<file path="config.mk">
export PLATFORM = sky130hd
export DESIGN_NAME = sdram_clk_mon
export DESIGN_NICKNAME = d
export VERILOG_FILES = /design/src/rtl/sdram_clk_mon_pkg.sv /design/src/rtl/sync_edge_det.sv /design/src/rtl/sdram_clk_mon.sv
export SDC_FILE = /design/constraint.sdc
export NUM_CORES = 1
export LEC_CHECK = 0
export ABC_AREA = 0
export CAP_MARGIN = 20
export CORE_MARGIN = 4
export CORE_UTILIZATION = 30
export DETAILED_ROUTE_END_ITERATION = 10
export PLACE_DENSITY = 0.5
export SLEW_MARGIN = 20
export SYNTH_ARGS = -nofsm -noshare
export SYNTH_HDL_FRONTEND = slang
export SYNTH_SLANG_ARGS = --single-unit
</file>
<file path="constraint.sdc">
create_clock -name sys_clk -period 3.19 [get_ports sys_clk]
set_clock_uncertainty 0.1 [all_clocks]
set_input_delay 0.638 -clock sys_clk [delete_from_list [all_inputs] [get_ports sys_clk]]
set_output_delay 0.638 -clock sys_clk [all_outputs]
set_load 0.02 [all_outputs]
</file>
<file path="src/rtl/sdram_clk_mon_pkg.sv">
// Shared types and default constants for the SDRAM clock monitor.
// Defaults are derived from the team clocks: sys_clk 10 ns, sdram_clk 20 ns.
package sdram_clk_mon_pkg;

  typedef enum logic [1:0] {
    StIdle,
    StMeasure,
    StReport
  } state_e;

  localparam int unsigned SysClkPeriodNs   = 10;
  localparam int unsigned SdramClkPeriodNs = 20;

  localparam int unsigned DefWinCycles  = 1000;
  // Rising edges of sdram_clk expected in one window of sys_clk cycles.
  localparam int unsigned DefExpEdges   = DefWinCycles * SysClkPeriodNs / SdramClkPeriodNs;
  localparam int unsigned DefTol        = 2;
  localparam int unsigned DefLossCycles = 16;

endpackage

</file>
<file path="src/rtl/sync_edge_det.sv">
// Multi-stage synchronizer followed by a rising-edge detector.
// Ports:
//   clk_i   sampling clock
//   rst_i   asynchronous active-high reset, clears all flops
//   d_i     asynchronous input (treated as data)
//   rise_o  high for one clk_i cycle per rising edge of the synchronized input
// SyncStages must be at least 2.
module sync_edge_det #(
  parameter int unsigned SyncStages = 2
) (
  input  logic clk_i,
  input  logic rst_i,
  input  logic d_i,
  output logic rise_o
);

  logic [SyncStages-1:0] sync_q, sync_d;
  logic                  dly_q, dly_d;

  always_comb begin
    sync_d = {sync_q[SyncStages-2:0], d_i};
    dly_d  = sync_q[SyncStages-1];
  end

  always_ff @(posedge clk_i or posedge rst_i) begin
    if (rst_i) begin
      sync_q <= '0;
      dly_q  <= 1'b0;
    end else begin
      sync_q <= sync_d;
      dly_q  <= dly_d;
    end
  end

  assign rise_o = sync_q[SyncStages-1] & ~dly_q;

endmodule

</file>
<file path="src/rtl/sdram_clk_mon.sv">
// SDRAM clock frequency/presence monitor, entirely in the sys_clk domain.
// Counts synchronized sdram_clk rising edges over WIN_CYCLES sys_clk cycles and
// reports the count plus a pass/fail verdict against EXP_EDGES +/- TOL.
// Ports:
//   sys_clk      only clock, rising edge
//   RESET        asynchronous active-high reset
//   sdram_clk    monitored clock, sampled as data
//   enable       run measurement while high; low aborts the current window
//   edge_count   edge count of the last completed window
//   count_valid  one-cycle pulse when edge_count/freq_ok update
//   freq_ok      last completed window was within tolerance
//   freq_err     sticky failure flag, cleared only by RESET
//   clk_lost     no edge for LOSS_CYCLES cycles
// Optional feature: define CLK_LOSS_DET_EN to build the loss counter;
// otherwise clk_lost is tied low.
module sdram_clk_mon
  import sdram_clk_mon_pkg::*;
#(
  parameter int unsigned WIN_CYCLES  = DefWinCycles,
  parameter int unsigned EXP_EDGES   = DefExpEdges,
  parameter int unsigned TOL         = DefTol,
  parameter int unsigned LOSS_CYCLES = DefLossCycles,
  localparam int unsigned CW         = $clog2(WIN_CYCLES + 1)
) (
  input  logic          sys_clk,
  input  logic          RESET,
  input  logic          sdram_clk,
  input  logic          enable,
  output logic [CW-1:0] edge_count,
  output logic          count_valid,
  output logic          freq_ok,
  output logic          freq_err,
  output logic          clk_lost
);

  if (WIN_CYCLES < 4 || LOSS_CYCLES == 0) begin : g_bad_params
    $error("sdram_clk_mon: WIN_CYCLES must be >= 4 and LOSS_CYCLES > 0");
  end

  localparam logic [CW-1:0] WinLast = CW'(WIN_CYCLES - 1);
  localparam logic [CW-1:0] ExpW    = CW'(EXP_EDGES);
  localparam logic [CW-1:0] CntMax  = '1;

  logic sdram_rise;

  sync_edge_det #(
    .SyncStages(2)
  ) u_sync_edge_det (
    .clk_i (sys_clk),
    .rst_i (RESET),
    .d_i   (sdram_clk),
    .rise_o(sdram_rise)
  );

  state_e        state_q, state_d;
  logic [CW-1:0] win_cnt_q, win_cnt_d;
  logic [CW-1:0] edge_cnt_q, edge_cnt_d;
  logic [CW-1:0] edge_count_q, edge_count_d;
  logic          count_valid_q, count_valid_d;
  logic          freq_ok_q, freq_ok_d;
  logic          freq_err_q, freq_err_d;

  logic [CW-1:0] edge_cnt_inc;
  logic [CW-1:0] dev;
  logic          win_ok;

  // Count including an edge seen this cycle, so the final MEASURE cycle counts.
  always_comb begin
    edge_cnt_inc = (edge_cnt_q == CntMax) ? edge_cnt_q : edge_cnt_q + CW'(sdram_rise);
    // Smaller operand subtracted from the larger: never wraps.
    dev    = (edge_cnt_inc >= ExpW) ? edge_cnt_inc - ExpW : ExpW - edge_cnt_inc;
    win_ok = (32'(dev) <= TOL);
  end

  always_comb begin
    state_d       = state_q;
    win_cnt_d     = win_cnt_q;
    edge_cnt_d    = edge_cnt_q;
    edge_count_d  = edge_count_q;
    count_valid_d = 1'b0;
    freq_ok_d     = freq_ok_q;
    freq_err_d    = freq_err_q;

    unique case (state_q)
      StIdle: begin
        if (enable) begin
          state_d    = StMeasure;
          win_cnt_d  = '0;
          edge_cnt_d = '0;
        end
      end
      StMeasure: begin
        if (!enable) begin
          state_d = StIdle;
        end else begin
          win_cnt_d  = win_cnt_q + 1'b1;
          edge_cnt_d = edge_cnt_inc;
          if (win_cnt_q == WinLast) begin
            // Results register on entry to REPORT so they are visible during it.
            state_d       = StReport;
            edge_count_d  = edge_cnt_inc;
            count_valid_d = 1'b1;
            freq_ok_d     = win_ok;
            if (!win_ok) freq_err_d = 1'b1;
          end
        end
      end
      StReport: begin
        win_cnt_d  = '0;
        edge_cnt_d = '0;
        state_d    = enable ? StMeasure : StIdle;
      end
      default: state_d = StIdle;
    endcase
  end

  always_ff @(posedge sys_clk or posedge RESET) begin
    if (RESET) begin
      state_q       <= StIdle;
      win_cnt_q     <= '0;
      edge_cnt_q    <= '0;
      edge_count_q  <= '0;
      count_valid_q <= 1'b0;
      freq_ok_q     <= 1'b0;
      freq_err_q    <= 1'b0;
    end else begin
      state_q       <= state_d;
      win_cnt_q     <= win_cnt_d;
      edge_cnt_q    <= edge_cnt_d;
      edge_count_q  <= edge_count_d;
      count_valid_q <= count_valid_d;
      freq_ok_q     <= freq_ok_d;
      freq_err_q    <= freq_err_d;
    end
  end

  assign edge_count  = edge_count_q;
  assign count_valid = count_valid_q;
  assign freq_ok     = freq_ok_q;
  assign freq_err    = freq_err_q;

`ifdef CLK_LOSS_DET_EN
  localparam int unsigned LW = $clog2(LOSS_CYCLES + 1);
  localparam logic [LW-1:0] LossMax = LW'(LOSS_CYCLES);

  logic [LW-1:0] loss_cnt_q, loss_cnt_d;

  // Runs in every state, independent of the measurement FSM.
  always_comb begin
    loss_cnt_d = loss_cnt_q;
    if (sdram_rise) begin
      loss_cnt_d = '0;
    end else if (loss_cnt_q != LossMax) begin
      loss_cnt_d = loss_cnt_q + 1'b1;
    end
  end

  always_ff @(posedge sys_clk or posedge RESET) begin
    if (RESET) begin
      loss_cnt_q <= '0;
    end else begin
      loss_cnt_q <= loss_cnt_d;
    end
  end

  assign clk_lost = (loss_cnt_q == LossMax);
`else
  assign clk_lost = 1'b0;
`endif

endmodule

</file>
Word level (Yosys, flattened, before mapping) --
Index checks and enable logic that the tools add are counted.
Storage, ports and cells: output and inout port bits 14, flip-flop bits (word level) 38
Cells by class: reduce and logical (&&, ||, !) cells 6, muxes and demuxes 15, equality and inequality tests 7, magnitude comparators 2, $add $sub $neg 4, bitwise operators 3
Operators with widths (count):
- $pmux W10 S3 | 2
- $mux W10 | 5
- $eq A10 B10 Y1 const B | 2
- $add A10 B1 Y10 | 1
- $add A10 B1 Y10 const B | 1
- $ge A10 B9 Y1 const B | 1
- $le A10 B2 Y1 const B | 1
- $sub A10 B9 Y10 const B | 1
- $sub A9 B10 Y10 const A | 1
- $mux W2 | 3
- $pmux W2 S3 | 1
- $reduce_and A3 Y1 | 2
- $mux W1 | 4
- $ne A2 B2 Y1 const B | 2
- $reduce_and A4 Y1 | 1
- $ne A3 B3 Y1 const B | 1
- $reduce_bool A3 Y1 | 1
- $eq A2 B1 Y1 const B | 1
- $eq A2 B2 Y1 const B | 1
- $logic_not A2 Y1 | 1
- $not A1 Y1 | 2
- $reduce_and A2 Y1 | 1
- $and A1 B1 Y1 | 1

Logic depth before layout (Yosys ltp) --
Gate-level depths: netlist of run 1.
depth after elaboration 9, mapped depth 15, gate-level depth less buffers 14

Hierarchy --
Synthesis of run 1 repeated with hierarchy kept, for this count alone.
Second synthesis, totals: cell total of the unflattened synthesis 265, area total of the unflattened synthesis 2334.7 um^2
By module, submodules not included:
- sdram_clk_mon | area each 2242.2 um^2, sequential area each 875.8 um^2, instances 1, cells each 260
- sync_edge_det | area each 92.6 um^2, sequential area each 75.1 um^2, instances 1, cells each 5

Least setup slack after synthesis of run 1 --
No wires, ideal clock.
path kind register to register, start register u_sync_edge_det.dly_q, end register freq_err_q (netlist: freq_err), setup time 120 ps, setup slack -13 ps, cell stages (with the launch flop) 13, clock period less this slack 3203 ps, data arrival time 2983 ps, required time 2970 ps, path through dfrtp_1 -> nor2b_1 -> ha_1 -> ha_1 -> and3_1 -> buf_4 -> a31oi_1 -> a31o_2 -> or4_4 -> or3_1 -> a221oi_2 -> nand4_1 -> a31o_1
On the way: longest elaborated chain between the ends 9, elaborated cells between the ends (all ways) 11, classes of those cells 3 x add/sub; 2 x order compare; 2 x mux; 3 x bitwise; 1 x reduce/logical
Ends and longest elaborated chain:
- start, declared | line sync_edge_det.sv:18 | logic dly_q, dly_d;
- start signal, assigned | line sync_edge_det.sv:31 | dly_q <= dly_d;
- $not A1 Y1 * | line sync_edge_det.sv:35 | assign rise_o = sync_q[SyncStages-1] & ~dly_q;
- $and A1 B1 Y1 * | line sync_edge_det.sv:35
- $add A10 B1 Y10 * | line sdram_clk_mon.sv:69 | edge_cnt_inc = (edge_cnt_q == CntMax) ? edge_cnt_q : edge_cnt_q + CW'(sdram_rise);
- $mux W10 * | line sdram_clk_mon.sv:69
- $sub A9 B10 Y10 (tied with other cells) | line sdram_clk_mon.sv:71 | dev = (edge_cnt_inc >= ExpW) ? edge_cnt_inc - ExpW : ExpW - edge_cnt_inc;
- $mux W10 * | line sdram_clk_mon.sv:71
- $le A10 B2 Y1 * | line sdram_clk_mon.sv:72 | win_ok = (32'(dev) <= TOL);
- $not A1 Y1 (no line) *
- $reduce_and A4 Y1 (no line) *
- end signal, assigned | line sdram_clk_mon.sv:133 | freq_err_q <= freq_err_d;
- end, declared | line sdram_clk_mon.sv:61 | logic freq_err_q, freq_err_d;
Every way passes the cells marked *; elsewhere a longest branch is shown, timed or not. A chain may end at the register's enable or synchronous reset.

Worst setup path in the final report of run 1 --
Same ends and word-level chain as after synthesis.

==> results of run 1 <==
==> routing by layer <==
metal / vias to the layer above / GRT usage [%]
met2: 37 / 22.2
met5: - / 0
met3: 12 / 2.00
li1: 1090 / -
met1: 1066 / 20.5
met4: 0 / 4.15
==> cells in the final DEF (no fill, tap or decap), drive strengths merged, types with 3 or more instances in the layout <==
cell	netlist	final
nand2	46	46
a211oi	4	4
dfrtp	38	38
nor2b	3	3
nand4	8	8
buf	9	36
ha	7	7
mux2i	3	3
a31o	3	3
a21oi	9	9
nor3	6	6
clkdlybuf4s50	0	16
and3	6	6
nand3	9	9
o21ai	37	37
xnor2	4	4
or2	5	5
inv	4	4
and4	4	4
a22o	4	4
a31oi	6	6
nor2	17	17
nand2b	3	3
clkbuf	7	6
a221oi	3	3
==> cell type report <==
type	count	area (um2)	share of cell area, %
clock buffer	6	82.6	2.74
clock inverter	2	12.5	0.415
inverter	4	15.0	0.499
multi-input combinational	218	1390	46.2
sequential	38	951	31.6
tap	102	128	4.24
timing repair buffer	52	430	14.3
==> repair_timing <==
action | CTS | global route
gates resized for setup | 2 | 8
buffers inserted | 0 | 1
pin swaps | 0 | 5
endpoints found under the setup margin | 1 | 2
cloned | 0 | 0
==> logic make-up after synthesis <==
| kind of cell | count (synthesis) | synth area share (%) |
|---|---|---|
| buffers and inverters | 20 | 5.56 |
| and+or+nand+nor | 117 | 24.7 |
| xor gates and xnor gates | 6 | 2.16 |
| DFF | 38 | 39.1 |
| muxes | 5 | 2.16 |
| AOI/OAI and AO/OA | 82 | 22.6 |
| other | 1 | 0.154 |
| adders and majority gates | 7 | 3.60 |
==> power breakdown <==
part / switching (mW) / internal, mW
Sequential: 0.0128 / 0.493
Clock: 0.173 / 0.174
Combinational: 0.0587 / 0.0406
Total: 0.244 / 0.707
==> worst paths after layout <==
kind	from	to	slack, ps	cells after the start
max in group asynchronous	RESET	count_valid	1990	3
worst min-delay path	u_sync_edge_det.sync_q[0]	u_sync_edge_det.sync_q[1]	250	0
worst max register to register	u_sync_edge_det.dly_q	freq_err	50	11
worst min register to register	u_sync_edge_det.sync_q[0]	u_sync_edge_det.sync_q[1]	250	0
worst max-delay path	u_sync_edge_det.dly_q	freq_err	50	11
min in group asynchronous	RESET	u_sync_edge_det.sync_q[0]	660	3
==> sequential cells by signal, summed over array words and instances, names as in the netlist <==
| name | count |
|---|---|
| edge_cnt_q | 10 |
| win_cnt_q | 10 |
| u_sync_edge_det.dly_q | 1 |
| freq_ok | 1 |
| edge_count | 10 |
| u_sync_edge_det.sync_q | 2 |
| state_q | 2 |
| count_valid | 1 |
| freq_err | 1 |
==> through the flow <==
step | std cells | hold slack, ps | utilization, % | total power, mW
CTS | 421 | 259 | 38.0 | 0.965
global placement | 413 | 234 | 36.7 | 0.615
floorplan | 276 | 231 | - | 0.570
global route | 422 | 279 | 38.6 | 1.00
detailed placement | 413 | 241 | 36.7 | 0.614
finish | 422 | 254 | 38.6 | 0.952
==> results.toml, run 1 <==
[timing]
fin_crit_ps = 3140
max_clock_freq_mhz = 319
post-route-period-util_pct = 98.4
slew_violations = 0
setup_tns_ps = 0
setup_viol = 0
fin_ws_ps = 51.3
worst_slew_pin_slew_ps = 659
max-slew-margin-rel_pct = 55.6
hold_viol = 0
rsz0062_at_grt = "true"

[cts]
cts_hold_buf = 0
root_buffer = "clkbuf_8"
cts.sinks = 38
cts_buffers = 5
max-clock-path-buffers = 2
h-tree-depth = 2
clkTransAtPathRegs_ps = 80
insertion_delay_ps = 290
cts_tree = "built"

[worst_setup_path]
critPathMaxStageDelay_ps = 530
cp-end-kind = "flop"
critPathTopFamily = "simple AND/OR/NAND/NOR gates"
critPathMaxFanout = 6
critPathRequiredTime_ps = 3280
startpoint_type = "flop"
crit_chain = "nor2b_1 > ha_2 > ha_4 > and3_4 > a31oi_4 > a31o_2 > or4_4 > or3_4 > a221oi_2 > nand4_1 > a31o_1"
path_class = "reg2reg"
slowest_stage = "or4_4"
worstPathArrival_ps = 3230
crit_buf_inv = 0

[global_routing]
antenna_found_initial = 0
grt_max_degree = 39
grt_use_total_pct = 14.2
grt_pass1_wl_um = 11100
grt_overflow = 0
grt_pass1_vias = 2153

[route]
dr_wl_met3_um = 245
drcViolationCount = 0
wl_met1_um = 3060
wire_per_inst_um = 15.5
routed-wl-met2_um = 3100
vias = 2205
antenna_left = 0
top_layer = "met4"
drt-vias-per-instance = 5.23
drt_iter0_drc = 106
wl_um = 6550
first_pass_iters = 4

[synthesis]
synth-main-ff-cell = "dfrtp_1"
syn_inst = 276
synth_seq_area_share_pct = 39.1
async_flop_share_pct = 100
yosysTopAreaCellShare_pct = 39.1
synth_edf_count = 0
syn_avg_cell_area_um2 = 8.81
ys_types = 60
netlist_top_cells_count = "nand2_1 (46), dfrtp_1 (38), o21ai_0 (36)"
ys_top_cells_by_area = "dfrtp_1 (39%), o21ai_0 (7.4%), nand2_1 (7.1%), ha_1 (3.6%), nor2_1 (2.5%)"
yosysTopAreaCell = "dfrtp_1"
synth_most_common_cell = "nand2_1"
syn_nets = 287
yosys_warnings = 0
syn_area_um2 = 2430
synth-seq-cells = 38

[floorplanning]
core_area_um2 = 7810
ios = 18
die_w_um = 98.0
die-height_um = 98.0
dieArea_um2 = 9610
rows = 32
floorplan.initialDensity_pct = 31.1

[placed_design]
io_buffers = 16
dp_hpwl_um = 4840
gp_congestion = 0.846
postPlaceCellArea_um2 = 2860
dp_slack_ps = -34.2

[flow_run]
cap_violations = 0

[cells_and_area]
final_area_um2 = 3010
final_nets = 330
fillers = 817
area_delta_synth_final_pct = 23.9
drive_gt1_share_pct = 23.1
n_antenna_cell = 0

[power]
max-vdd-ir-drop_mv = 0.246
p_per_area_nw_per_um2 = 316
p_leak_nw = 1.22

[run_status]
status = "complete, no violations"

[worst_hold_path]
hold_class = "reg2reg"
(Power assumes the default switching activity.)
==> run 2: changes to the inputs <==
SLEW_MARGIN = 30   (was 20)
==> results of run 2 <==
Final layout, timing and power as in run 1 (identical DEF).
